<file path="src/rtl/ctrl_pkg.sv">
// Shared definitions for the datapath microsequencer.
//   - state encodings (5-bit, legacy-compatible localparams)
//   - opcode and ALU function-select constants
//   - IR field bit positions
//   - ctrl_t: one registered control vector (all controller outputs)
package ctrl_pkg;

  localparam int STATE_W = 5;

  localparam logic [4:0] ST_F0  = 5'd0;
  localparam logic [4:0] ST_F1  = 5'd1;
  localparam logic [4:0] ST_F2  = 5'd2;
  localparam logic [4:0] ST_FW  = 5'd3;
  localparam logic [4:0] ST_DEC = 5'd4;
  localparam logic [4:0] ST_A0  = 5'd5;
  localparam logic [4:0] ST_A1  = 5'd6;
  localparam logic [4:0] ST_A2  = 5'd7;
  localparam logic [4:0] ST_A3  = 5'd8;
  localparam logic [4:0] ST_A4  = 5'd9;
  localparam logic [4:0] ST_L0  = 5'd10;
  localparam logic [4:0] ST_L1  = 5'd11;
  localparam logic [4:0] ST_L2  = 5'd12;
  localparam logic [4:0] ST_LW  = 5'd13;
  localparam logic [4:0] ST_L3  = 5'd14;
  localparam logic [4:0] ST_L4  = 5'd15;
  localparam logic [4:0] ST_S0  = 5'd16;
  localparam logic [4:0] ST_S1  = 5'd17;
  localparam logic [4:0] ST_S2  = 5'd18;
  localparam logic [4:0] ST_S3  = 5'd19;
  localparam logic [4:0] ST_S4  = 5'd20;
  localparam logic [4:0] ST_S5  = 5'd21;
  localparam logic [4:0] ST_SW  = 5'd22;
  localparam logic [4:0] ST_HLT = 5'd23;
  localparam logic [4:0] ST_FLT = 5'd24;

  localparam logic [3:0] OP_NOP  = 4'd0;
  localparam logic [3:0] OP_ADD  = 4'd1;
  localparam logic [3:0] OP_SUB  = 4'd2;
  localparam logic [3:0] OP_AND  = 4'd3;
  localparam logic [3:0] OP_OR   = 4'd4;
  localparam logic [3:0] OP_LD   = 4'd5;
  localparam logic [3:0] OP_ST   = 4'd6;
  localparam logic [3:0] OP_HALT = 4'd7;

  localparam logic [2:0] FNSEL_PASS = 3'b000;
  localparam logic [2:0] FNSEL_ADD  = 3'b100;
  localparam logic [2:0] FNSEL_SUB  = 3'b101;
  localparam logic [2:0] FNSEL_AND  = 3'b110;
  localparam logic [2:0] FNSEL_OR   = 3'b111;

  localparam int IR_OP_HI = 15;
  localparam int IR_OP_LO = 12;
  localparam int IR_RD_HI = 11;
  localparam int IR_RD_LO = 9;
  localparam int IR_RS_HI = 8;
  localparam int IR_RS_LO = 6;

  typedef struct packed {
    logic       lmar;
    logic       lt;
    logic       lpc;
    logic       lir;
    logic       lmdr;
    logic       ldx;
    logic       ldy;
    logic       tt;
    logic       tpc;
    logic       tp;
    logic       t2;
    logic       tmdr2x;
    logic       rmdri;
    logic       rmarx;
    logic       rdr;
    logic       wrr;
    logic [2:0] pa;
    logic [2:0] wpa;
    logic [2:0] fnsel;
    logic       mem_rd;
    logic       mem_wr;
    logic       halted;
    logic       fault;
  } ctrl_t;

  function automatic logic [2:0] fnsel_for_op(input logic [3:0] op);
    case (op)
      OP_ADD:  return FNSEL_ADD;
      OP_SUB:  return FNSEL_SUB;
      OP_AND:  return FNSEL_AND;
      OP_OR:   return FNSEL_OR;
      default: return FNSEL_PASS;
    endcase
  endfunction

endpackage

</file>
<file path="src/rtl/mem_wait_timer.sv">
// Memory wait-state timer.
//   clk, rst (sync, active-low)
//   clr     : force count to 0 (held while not in a wait state)
//   en      : count one more cycle without mem_ready
//   count   : cycles spent waiting so far in the current wait state
//   expired : this is the last allowed wait cycle (count == LIMIT-1)
module mem_wait_timer #(
  parameter int CNT_W = 4,
  parameter int LIMIT = 15
) (
  input  logic             clk,
  input  logic             rst,
  input  logic             clr,
  input  logic             en,
  output logic [CNT_W-1:0] count,
  output logic             expired
);

  always_ff @(posedge clk) begin
    if (!rst)     count <= '0;
    else if (clr) count <= '0;
    else if (en)  count <= count + CNT_W'(1);
  end

  // The wait cycle with count == LIMIT-1 is the LIMIT-th one.
  assign expired = (count == CNT_W'(LIMIT - 1));

endmodule

</file>
<file path="src/rtl/datapath_controller.sv">
// Moore microsequencer for the 16-bit bus datapath.
// Inputs : clk, rst (sync, active-low), run, ir[15:0], mem_ready
// Outputs: register load strobes, bus tristate enables, MDR source selects,
//          reg-bank read/write strobes and addresses, ALU fnsel,
//          mem_rd/mem_wr requests, sticky halted/fault flags.
//
// state | meaning
// F0    | idle / PC onto bus, wait for run
// F1    | MAR <- PC, X <- 2
// F2    | PC <- PC + 2
// FW    | instruction read wait
// DEC   | decode IR
// A0-A4 | ALU op: X <- rd, Y <- rs, rd <- X op Y
// L0-L4 | load: MAR <- rs, MDR <- M[MAR], rd <- MDR
// LW    | load read wait
// S0-S5 | store: MAR <- rs, MDR <- rd
// SW    | store write wait
// HLT   | halted until reset
// FLT   | fault until reset
module datapath_controller
  import ctrl_pkg::*;
#(
  parameter int WAIT_LIMIT = 15,
  parameter int CNT_W      = 4
) (
  input  logic        clk,
  input  logic        rst,
  input  logic        run,
  input  logic [15:0] ir,
  input  logic        mem_ready,
  output logic        lmar,
  output logic        lt,
  output logic        lpc,
  output logic        lir,
  output logic        lmdr,
  output logic        ldx,
  output logic        ldy,
  output logic        tt,
  output logic        tpc,
  output logic        tp,
  output logic        t2,
  output logic        tmdr2x,
  output logic        rmdri,
  output logic        rmarx,
  output logic        rdr,
  output logic        wrr,
  output logic [2:0]  pa,
  output logic [2:0]  wpa,
  output logic [2:0]  fnsel,
  output logic        mem_rd,
  output logic        mem_wr,
  output logic        halted,
  output logic        fault
);

  logic [STATE_W-1:0] state, state_next;
  ctrl_t              ctrl_q;
  logic [3:0]         op;
  logic [2:0]         rd_f, rs_f;
  logic               in_wait, expired;
  logic [CNT_W-1:0]   wait_count;
  logic               unused_bits;

  // IR is a datapath register that stays stable until the next lir.
  assign op   = ir[IR_OP_HI:IR_OP_LO];
  assign rd_f = ir[IR_RD_HI:IR_RD_LO];
  assign rs_f = ir[IR_RS_HI:IR_RS_LO];
  assign unused_bits = ^{ir[5:0], wait_count};

  assign in_wait = (state == ST_FW) || (state == ST_LW) || (state == ST_SW);

  mem_wait_timer #(.CNT_W(CNT_W), .LIMIT(WAIT_LIMIT)) u_timer (
    .clk     (clk),
    .rst     (rst),
    .clr     (!in_wait),
    .en      (in_wait && !mem_ready),
    .count   (wait_count),
    .expired (expired)
  );

  always_comb begin
    state_next = state;
    case (state)
      ST_F0:  if (run) state_next = ST_F1;
      ST_F1:  state_next = ST_F2;
      ST_F2:  state_next = ST_FW;
      ST_FW:  if (mem_ready) state_next = ST_DEC;
              else if (expired) state_next = ST_FLT;
      ST_DEC: begin
        case (op)
          OP_ADD, OP_SUB, OP_AND, OP_OR: state_next = ST_A0;
          OP_LD:   state_next = ST_L0;
          OP_ST:   state_next = ST_S0;
          OP_NOP:  state_next = ST_F0;
          OP_HALT: state_next = ST_HLT;
          default: state_next = ST_FLT;
        endcase
      end
      ST_A0:  state_next = ST_A1;
      ST_A1:  state_next = ST_A2;
      ST_A2:  state_next = ST_A3;
      ST_A3:  state_next = ST_A4;
      ST_A4:  state_next = ST_F0;
      ST_L0:  state_next = ST_L1;
      ST_L1:  state_next = ST_L2;
      ST_L2:  state_next = ST_LW;
      ST_LW:  if (mem_ready) state_next = ST_L3;
              else if (expired) state_next = ST_FLT;
      ST_L3:  state_next = ST_L4;
      ST_L4:  state_next = ST_F0;
      ST_S0:  state_next = ST_S1;
      ST_S1:  state_next = ST_S2;
      ST_S2:  state_next = ST_S3;
      ST_S3:  state_next = ST_S4;
      ST_S4:  state_next = ST_S5;
      ST_S5:  state_next = ST_SW;
      ST_SW:  if (mem_ready) state_next = ST_F0;
              else if (expired) state_next = ST_FLT;
      ST_HLT: state_next = ST_HLT;
      ST_FLT: state_next = ST_FLT;
      default: state_next = ST_FLT;
    endcase
  end

  // Control vector for a state. IR and MDR loads are held through the whole
  // wait state, so the final load lands on the edge where mem_ready is seen
  // and datain is valid.
  function automatic ctrl_t decode(input logic [STATE_W-1:0] st,
                                   input logic [3:0] opc,
                                   input logic [2:0] rd,
                                   input logic [2:0] rs);
    ctrl_t c;
    c = '0;
    case (st)
      ST_F0:  begin c.tpc = 1'b1; c.ldy = 1'b1; end
      ST_F1:  begin c.fnsel = FNSEL_PASS; c.lmar = 1'b1; c.t2 = 1'b1; c.ldx = 1'b1; end
      ST_F2:  begin c.fnsel = FNSEL_ADD; c.lpc = 1'b1; end
      ST_FW:  begin c.mem_rd = 1'b1; c.lir = 1'b1; end
      ST_A0:  begin c.pa = rd; c.rdr = 1'b1; end
      ST_A1:  begin c.tp = 1'b1; c.ldx = 1'b1; end
      ST_A2:  begin c.pa = rs; c.rdr = 1'b1; end
      ST_A3:  begin c.tp = 1'b1; c.ldy = 1'b1; end
      ST_A4:  begin c.fnsel = fnsel_for_op(opc); c.wpa = rd; c.wrr = 1'b1; end
      ST_L0:  begin c.pa = rs; c.rdr = 1'b1; end
      ST_L1:  begin c.tp = 1'b1; c.ldy = 1'b1; end
      ST_L2:  begin c.fnsel = FNSEL_PASS; c.lmar = 1'b1; end
      ST_LW:  begin c.mem_rd = 1'b1; c.rmarx = 1'b1; c.lmdr = 1'b1; end
      ST_L3:  begin c.tmdr2x = 1'b1; c.ldy = 1'b1; end
      ST_L4:  begin c.fnsel = FNSEL_PASS; c.wpa = rd; c.wrr = 1'b1; end
      ST_S0:  begin c.pa = rs; c.rdr = 1'b1; end
      ST_S1:  begin c.tp = 1'b1; c.ldy = 1'b1; end
      ST_S2:  begin c.fnsel = FNSEL_PASS; c.lmar = 1'b1; end
      ST_S3:  begin c.pa = rd; c.rdr = 1'b1; end
      ST_S4:  begin c.tp = 1'b1; c.ldy = 1'b1; end
      ST_S5:  begin c.fnsel = FNSEL_PASS; c.rmdri = 1'b1; c.lmdr = 1'b1; end
      ST_SW:  c.mem_wr = 1'b1;
      ST_HLT: c.halted = 1'b1;
      ST_FLT: c.fault = 1'b1;
      default: c = '0;
    endcase
    return c;
  endfunction

  // Outputs are registered from the next state so they line up with the
  // state register in the same cycle.
  always_ff @(posedge clk) begin
    if (!rst) begin
      state  <= ST_F0;
      ctrl_q <= '0;
    end else begin
      state  <= state_next;
      ctrl_q <= decode(state_next, op, rd_f, rs_f);
    end
  end

  assign lmar   = ctrl_q.lmar;
  assign lt     = ctrl_q.lt;
  assign lpc    = ctrl_q.lpc;
  assign lir    = ctrl_q.lir;
  assign lmdr   = ctrl_q.lmdr;
  assign ldx    = ctrl_q.ldx;
  assign ldy    = ctrl_q.ldy;
  assign tt     = ctrl_q.tt;
  assign tpc    = ctrl_q.tpc;
  assign tp     = ctrl_q.tp;
  assign t2     = ctrl_q.t2;
  assign tmdr2x = ctrl_q.tmdr2x;
  assign rmdri  = ctrl_q.rmdri;
  assign rmarx  = ctrl_q.rmarx;
  assign rdr    = ctrl_q.rdr;
  assign wrr    = ctrl_q.wrr;
  assign pa     = ctrl_q.pa;
  assign wpa    = ctrl_q.wpa;
  assign fnsel  = ctrl_q.fnsel;
  assign mem_rd = ctrl_q.mem_rd;
  assign mem_wr = ctrl_q.mem_wr;
  assign halted = ctrl_q.halted;
  assign fault  = ctrl_q.fault;

endmodule

</file>
<file path="config.mk">
export PLATFORM = sky130hd
export DESIGN_NAME = datapath_controller
export DESIGN_NICKNAME = d
export VERILOG_FILES = /design/src/rtl/ctrl_pkg.sv /design/src/rtl/mem_wait_timer.sv /design/src/rtl/datapath_controller.sv
export SDC_FILE = /design/constraint.sdc
export NUM_CORES = 1
export LEC_CHECK = 0
export BUFFER_PORTS_ARGS = -buffer_cell sky130_fd_sc_hd__buf_2
export CAP_MARGIN = 20
export CORE_MARGIN = 3
export CORE_UTILIZATION = 57
export DETAILED_ROUTE_END_ITERATION = 8
export PLACE_DENSITY = 0.95
export REMOVE_ABC_BUFFERS = 1
export SKIP_LAST_GASP = 1
export SYNTH_ARGS = -nofsm -noshare
export SYNTH_HDL_FRONTEND = slang
export SYNTH_HIERARCHICAL = 1
export SYNTH_SLANG_ARGS = --single-unit
</file>
<file path="constraint.sdc">
create_clock -name clk -period 5.1 [get_ports clk]
set_clock_uncertainty 0.2 [all_clocks]
set_input_delay 1.02 -clock clk [delete_from_list [all_inputs] [get_ports clk]]
set_output_delay 1.02 -clock clk [all_outputs]
set_load 0.1 [all_outputs]
</file>
-- After elaboration in Yosys (flattened, before gate mapping)
Memory sizes are Yosys's and may differ from the RTL's.
Index checks and enable logic that the tools add are counted.
- reduce and logical (&&, ||, !) cells: 19
- $add $sub $neg: 1
- muxes and demuxes: 28
- equal/unequal tests: 51
- operators with widths (kind ; number):
    $pmux 5 s23 ; 1
    $eq 5x5->1 const B ; 17
    $eq 5x4->1 const B ; 16
    $eq 5x3->1 const B ; 7
    $mux 5 ; 6
    $eq 5x2->1 const B ; 4
    $mux 1 ; 18
    $pmux 3 s2 ; 2
    $pmux 3 s4 ; 1
    $reduce_or 2->1 ; 6
    $eq 5x1->1 const B ; 2
    $logic_not 5->1 ; 2
    $reduce_or 5->1 ; 2
    $eq 4x2->1 const B ; 2
    $reduce_or 3->1 ; 2
    $reduce_or 6->1 ; 1
    $add 4x1->4 const B ; 1
    $eq 4x1->1 const B ; 1
    $eq 4x3->1 const B ; 1
    $eq 4x4->1 const B ; 1
    $reduce_and 2->1 ; 2
    $logic_or 1x1->1 ; 2
    $logic_and 1x1->1 ; 1
    $logic_not 1->1 ; 1
- output and inout port bits: 29
- input port bits: 20
- register bits after elaboration: 38
- memories kept: 1
- bits in read-only memories: 40
- memory list (name ; words ; bits a word ; rd ports ; clocked after Yosys merged registers in ; write ports ; line ; text):
    (no name shown) ; 8 ; 5 ; 1 ; 0 ; 0 ; datapath_controller.sv:90 ; case (op)

-- Logic depth before layout (Yosys ltp)
- depth in word-level cells: 7
- gate-level depth with buffers: 11
- depth with buffers taken out: 10

-- Modules after synthesis
Netlist, hierarchy kept.
- modules (own cells, without submodules) (module ; area each (sq um) ; sequential area each (sq um) ; cells an instance ; times used):
    datapath_controller ; 1785.5 ; 640.6 ; 212 ; 1
    mem_wait_timer ; 200.2 ; 80.1 ; 20 ; 1

-- Worst setup path before layout
Ideal clock, no wire load.
- path kind: in2reg
- start: in ir[12]
- end: reg ctrl_q, in the netlist ldy
- setup time: 79 ps
- data required time: 4821 ps
- arrival time: 2983 ps
- slack: 1838 ps
- cell stages on the path: 10
- cell sequence: inv_1 -> ha_1 -> mux2_2 -> o211ai_1 -> o211a_1 -> a21oi_1 -> clkbuf_1 -> or4_4 -> and2_4 -> o221ai_2
- word-level cells in the longest chain between the ends: 6
- elaborated cells on any way between the ends: 11
- classes of those cells: 5 x eq/ne; 3 x mux; 2 x reduce/logical; 1 x memory
- ends and longest elaborated chain (item ; line ; text):
    from (decl) ; datapath_controller.sv:29 ; input logic [15:0] ir,
    $mem_v2 8x5 (*) ; -- ;
    $mux 5 (*) ; datapath_controller.sv:90 ;
    $pmux 5 s23 (*) ; datapath_controller.sv:83 ; case (state)
    $eq 5x5->1 (tied with other cells) ; datapath_controller.sv:134 ; case (st)
    $reduce_or 6->1 (no source line) (*) ; -- ;
    $mux 1 (*) ; datapath_controller.sv:134 ;
    to (signal assigned) ; datapath_controller.sv:172 ; ctrl_q <= decode(state_next, op, rd_f, rs_f);
    to (decl) ; datapath_controller.sv:57 ; ctrl_t ctrl_q;
Mark *: on every way between the ends. The rest lies on a longest branch, timed or not.
A chain may end at the register's enable or synchronous reset.

-- Worst setup path after layout
Ends and elaborated chain as after synthesis.

==> run summary <==
The die outline area came out at 4230 µm². Most used flip-flop cell after synthesis: sky130_fd_sc_hd__dfxtp_1. STA classifies the critical path startpoint as an input pin.

The tools report the setup fix buffers added after clock tree synthesis as 0. The number of buffers added by the clock tree synthesis step is 5, and the delay contributed by the slowest stage of the critical path is 0.67 ns. The startpoint identified for the worst hold timing path is u_timer/count[1]. The unique cell type count in the Yosys netlist was 63. The internal power of the cells was 418 µW; the worst supply voltage drop on vdd was 183 µV.

Data on the critical path is required at its endpoint by 5.16 ns. For the post-DP HPWL, the log shows 3260 µm. For the worst setup timing slack at the placement stage, the log shows 1.33 ns.

During synthesis, Yosys emitted a total of 6 warnings. The run gives 0.229 as the global-route usage over all layers. For the part of the power in registers, the log shows 0.445.

The count of antenna diodes in the layout was 0. The kind of critical path was input pin to flop. The initial antenna violation count was 0; the number of rows in the core area was 20. At the pin with the least slew margin, the transition time is 0.769 ns. The post-synthesis compound-gate area fraction was 0.240; the final-report setup violation count was 0. Derived from the worst setup path, the maximum achievable clock frequency is 0.289 GHz. Most numerous cell in the Yosys netlist: sky130_fd_sc_hd__dfxtp_1. For the overall power consumption, the log shows 706 µW.

The static power due to leakage is 0.936 nW. The tools report the total routed wirelength as 4580 µm. After synthesis, the most frequently instantiated cells are 36 x sky130_fd_sc_hd__dfxtp_1, 29 x sky130_fd_sc_hd__nor2_1, 17 x sky130_fd_sc_hd__a21oi_1, 11 x sky130_fd_sc_hd__nor3_1, 10 x sky130_fd_sc_hd__nand2_1. The share of post-route cells with drive strength above 1 was 0.230.

In this run the deepest clock path goes through 2 buffers. A synthesized cell averages 8.56 µm². The post-synthesis adder-cell area fraction was 0.0378. The fraction of power spent switching nets was 0.408; the post-CTS clock slew at the launch and capture registers of the worst setup and hold paths was 0.10 ns. The run gives 0 as the count of unresolved DRC violations after routing. The total congestion overflow is 0, and the area growth from synthesis to layout is 11.6%. The tools report the count of fill cells added during filler insertion as 274. The logs give 1685 for the number of global-route vias before repair and 0.625 for the initial standard-cell utilization of the core. Of all nets on the critical path, the largest fanout is 11. The final layout contains 290 nets. Total of buffers placed on input and output ports: 40. Die boundary width: 65.0 µm. The sequential area share after synthesis is 0.363.

The top-area cell type share of the netlist area is 0.363. The run gives 0.917 as the placer congestion estimate. The smallest setup slack after layout was 1.64 ns; the final clock period utilization by the worst path was 0.678. The worst setup path startpoint was ir[12]. After detailed routing, the number of vias per cell comes to 6.02. The first-pass detailed-route iteration total is 5, and the share of cell area taken by muxes after synthesis is 0.0258. The H-tree was split into 2 levels. The region available for standard cell placement spans 3180 µm². For this block, the via count after detailed routing is 1860. CTS placed an instance of sky130_fd_sc_hd__clkbuf_4 at the clock tree root.

The worst setup path is captured at a flop. The die height works out to 65.0 µm. The startpoint identified for the worst register-to-register timing path is u_timer/count[0].

Setup total negative slack on the finished layout was measured at 0 ns. The tightest min-delay check is of the flop to flop type. The clock power share was 0.222. The async set-reset flop share out of synthesis is 0, and the max-slew headroom at the worst pin is 0.487. TritonCTS built the clock tree. The cell count after synthesis came out at 232. The final period demand of the worst path works out to 3.46 ns.

The first global-routing pass estimated 7580 µm of wire. 49 I/O pins were placed. The critical path contains buffers and inverters numbering 2 combined.

Dividing total power by cell area gives a power density of 319 nW/µm². Setup repair after global routing left no endpoint under its margin. Cell type contributing the most total cell area after synthesis: sky130_fd_sc_hd__dfxtp_1.

By area the synthesized netlist is led by sky130_fd_sc_hd__dfxtp_1 36%, sky130_fd_sc_hd__nor2_1 5.5%, sky130_fd_sc_hd__a21oi_1 4.3%. Data on the critical path arrives at its endpoint at 3.52 ns. In this run, synthesis produced a sequential element count of 36.

For this design the total switching power over the nets is 288 µW. The number of hold buffers added after CTS was 0. For this block, the initial DRC count from the detailed router was 109. The simple-gate portion of the synthesized area is 0.266. Among all stages on the critical path, the largest delay is contributed by sky130_fd_sc_hd__or4b_1.

After synthesis, the largest family of logic cells by area is simple AND/OR/NAND/NOR gates. The number of pins exceeding their max-slew limit in the final report is 0, and the count of flip-flops with a built-in enable after synthesis is 0. After clock tree synthesis, the repair step resized 0 gates. The combinational share of power was 0.333. The gate family responsible for the most delay along the worst path is compound AO/OA/AOI/OAI gates.

The critical path goes through buf_2 > inv_1 > ha_1 > mux2_2 > o211ai_1 > o211a_1 > a21oi_1 > or4b_1 > and2_4 > o221ai_2. The mean routed wirelength per cell is 14.8 µm, and the clock sink total is 36. The post-synthesis xor/xnor area fraction is 0.00441, and the clock network latency to the later pin of the worst-skew pair is 0.33 ns.

The detail route stage leaves a number of antenna-violating nets equal to 0. Summing every instance area after synthesis gives 1990 µm². Count of final hold-check violations: 0. The flow ran to the end, and the final reports show no timing, DRC or antenna violations.

Entering global routing, the biggest net connects 22 pins. The run gives 0 as the number of max-cap violations.
[worst register-to-register path, stage by stage, from the launching register on]
cell and delay (ns):
sky130_fd_sc_hd__dfxtp_1 0.35, sky130_fd_sc_hd__inv_1 0.06, sky130_fd_sc_hd__ha_1 0.14, sky130_fd_sc_hd__and3_1 0.34
sky130_fd_sc_hd__nor2b_1 0.20, sky130_fd_sc_hd__o22ai_1 0.10, sky130_fd_sc_hd__o211a_1 0.24, sky130_fd_sc_hd__a21oi_1 0.60
sky130_fd_sc_hd__or4b_1 0.67, sky130_fd_sc_hd__and2_4 0.21, sky130_fd_sc_hd__o221ai_2 0.15
[state kept, by name (all words and copies together) (netlist names), 3 cells and up]
register,count
u_timer/count,4
wpa,3
state,5
fnsel,3
pa,3
[cells in the final DEF (no fill, tap or decap), types with 6 or more instances in the layout]
cell type,Yosys,final
sky130_fd_sc_hd__ha_1,6,6
sky130_fd_sc_hd__nor3_1,11,11
sky130_fd_sc_hd__nor2_1,29,29
sky130_fd_sc_hd__dfxtp_1,36,36
sky130_fd_sc_hd__inv_1,9,9
sky130_fd_sc_hd__nand2_1,10,10
sky130_fd_sc_hd__a21oi_1,17,17
sky130_fd_sc_hd__o21ai_0,6,6
sky130_fd_sc_hd__nand2b_1,6,6
sky130_fd_sc_hd__buf_2,7,40
[path summary, 6_finish.rpt]
| path | endpoint | slack, ns | depth (start not counted) |
|---|---|---|---|
| setup / recovery | ldy | 1.64 | 10 |
| hold / removal | u_timer/count[1] | 0.32 | 2 |
| setup reg to reg | ldy | 1.76 | 10 |
| hold reg to reg | u_timer/count[1] | 0.32 | 2 |
[kinds of logic after synthesis]
kind of cell             Yosys count
AO/OA/AOI/OAI                     64
multiplexers                       5
flip-flops                        36
buffers and inverters             25
adder cells (fa/ha/maj)            6
XOR/XNOR                           1
AND/OR/NAND/NOR                   94
other                              1
[metrics by stage]
stage / instances / instance area, µm² / util / hold WS [ns]
detailed placement: 301 / 2160 / 0.679 / 0.309
floorplan: 217 / 1900 / - / 0.270
finish: 309 / 2220 / 0.697 / 0.316
global route: 309 / 2220 / 0.697 / 0.338
global placement: 301 / 2160 / 0.679 / 0.282
CTS: 309 / 2220 / 0.697 / 0.320
[area by class of cell]
type / instances / area, µm² / share of cell area
clock buffers: 8 / 58.8 / 0.0265
well taps: 44 / 55.1 / 0.0248
flip-flops and latches: 36 / 721 / 0.325
inverters: 9 / 33.8 / 0.0152
repair buffers: 40 / 200 / 0.0903
multi-input cells: 172 / 1150 / 0.518
[power by group through the flow]
stage	Clock [mW]	Combinational [mW]	Sequential (mW)
floorplan	0	0.0944	0.411
global route	0.170	0.251	0.316
CTS	0.158	0.235	0.314
finish	0.157	0.235	0.314
global placement	0	0.230	0.320
detailed placement	0	0.234	0.320
[per-layer routing]
metal,track usage,wire [µm],vias to the layer above
met5,0,0,-
met4,0.0777,85,0
met1,0.286,1890,839
li1,-,-,916
met3,0.0745,456,12
met2,0.370,2140,93
(Power assumes the default switching activity.)
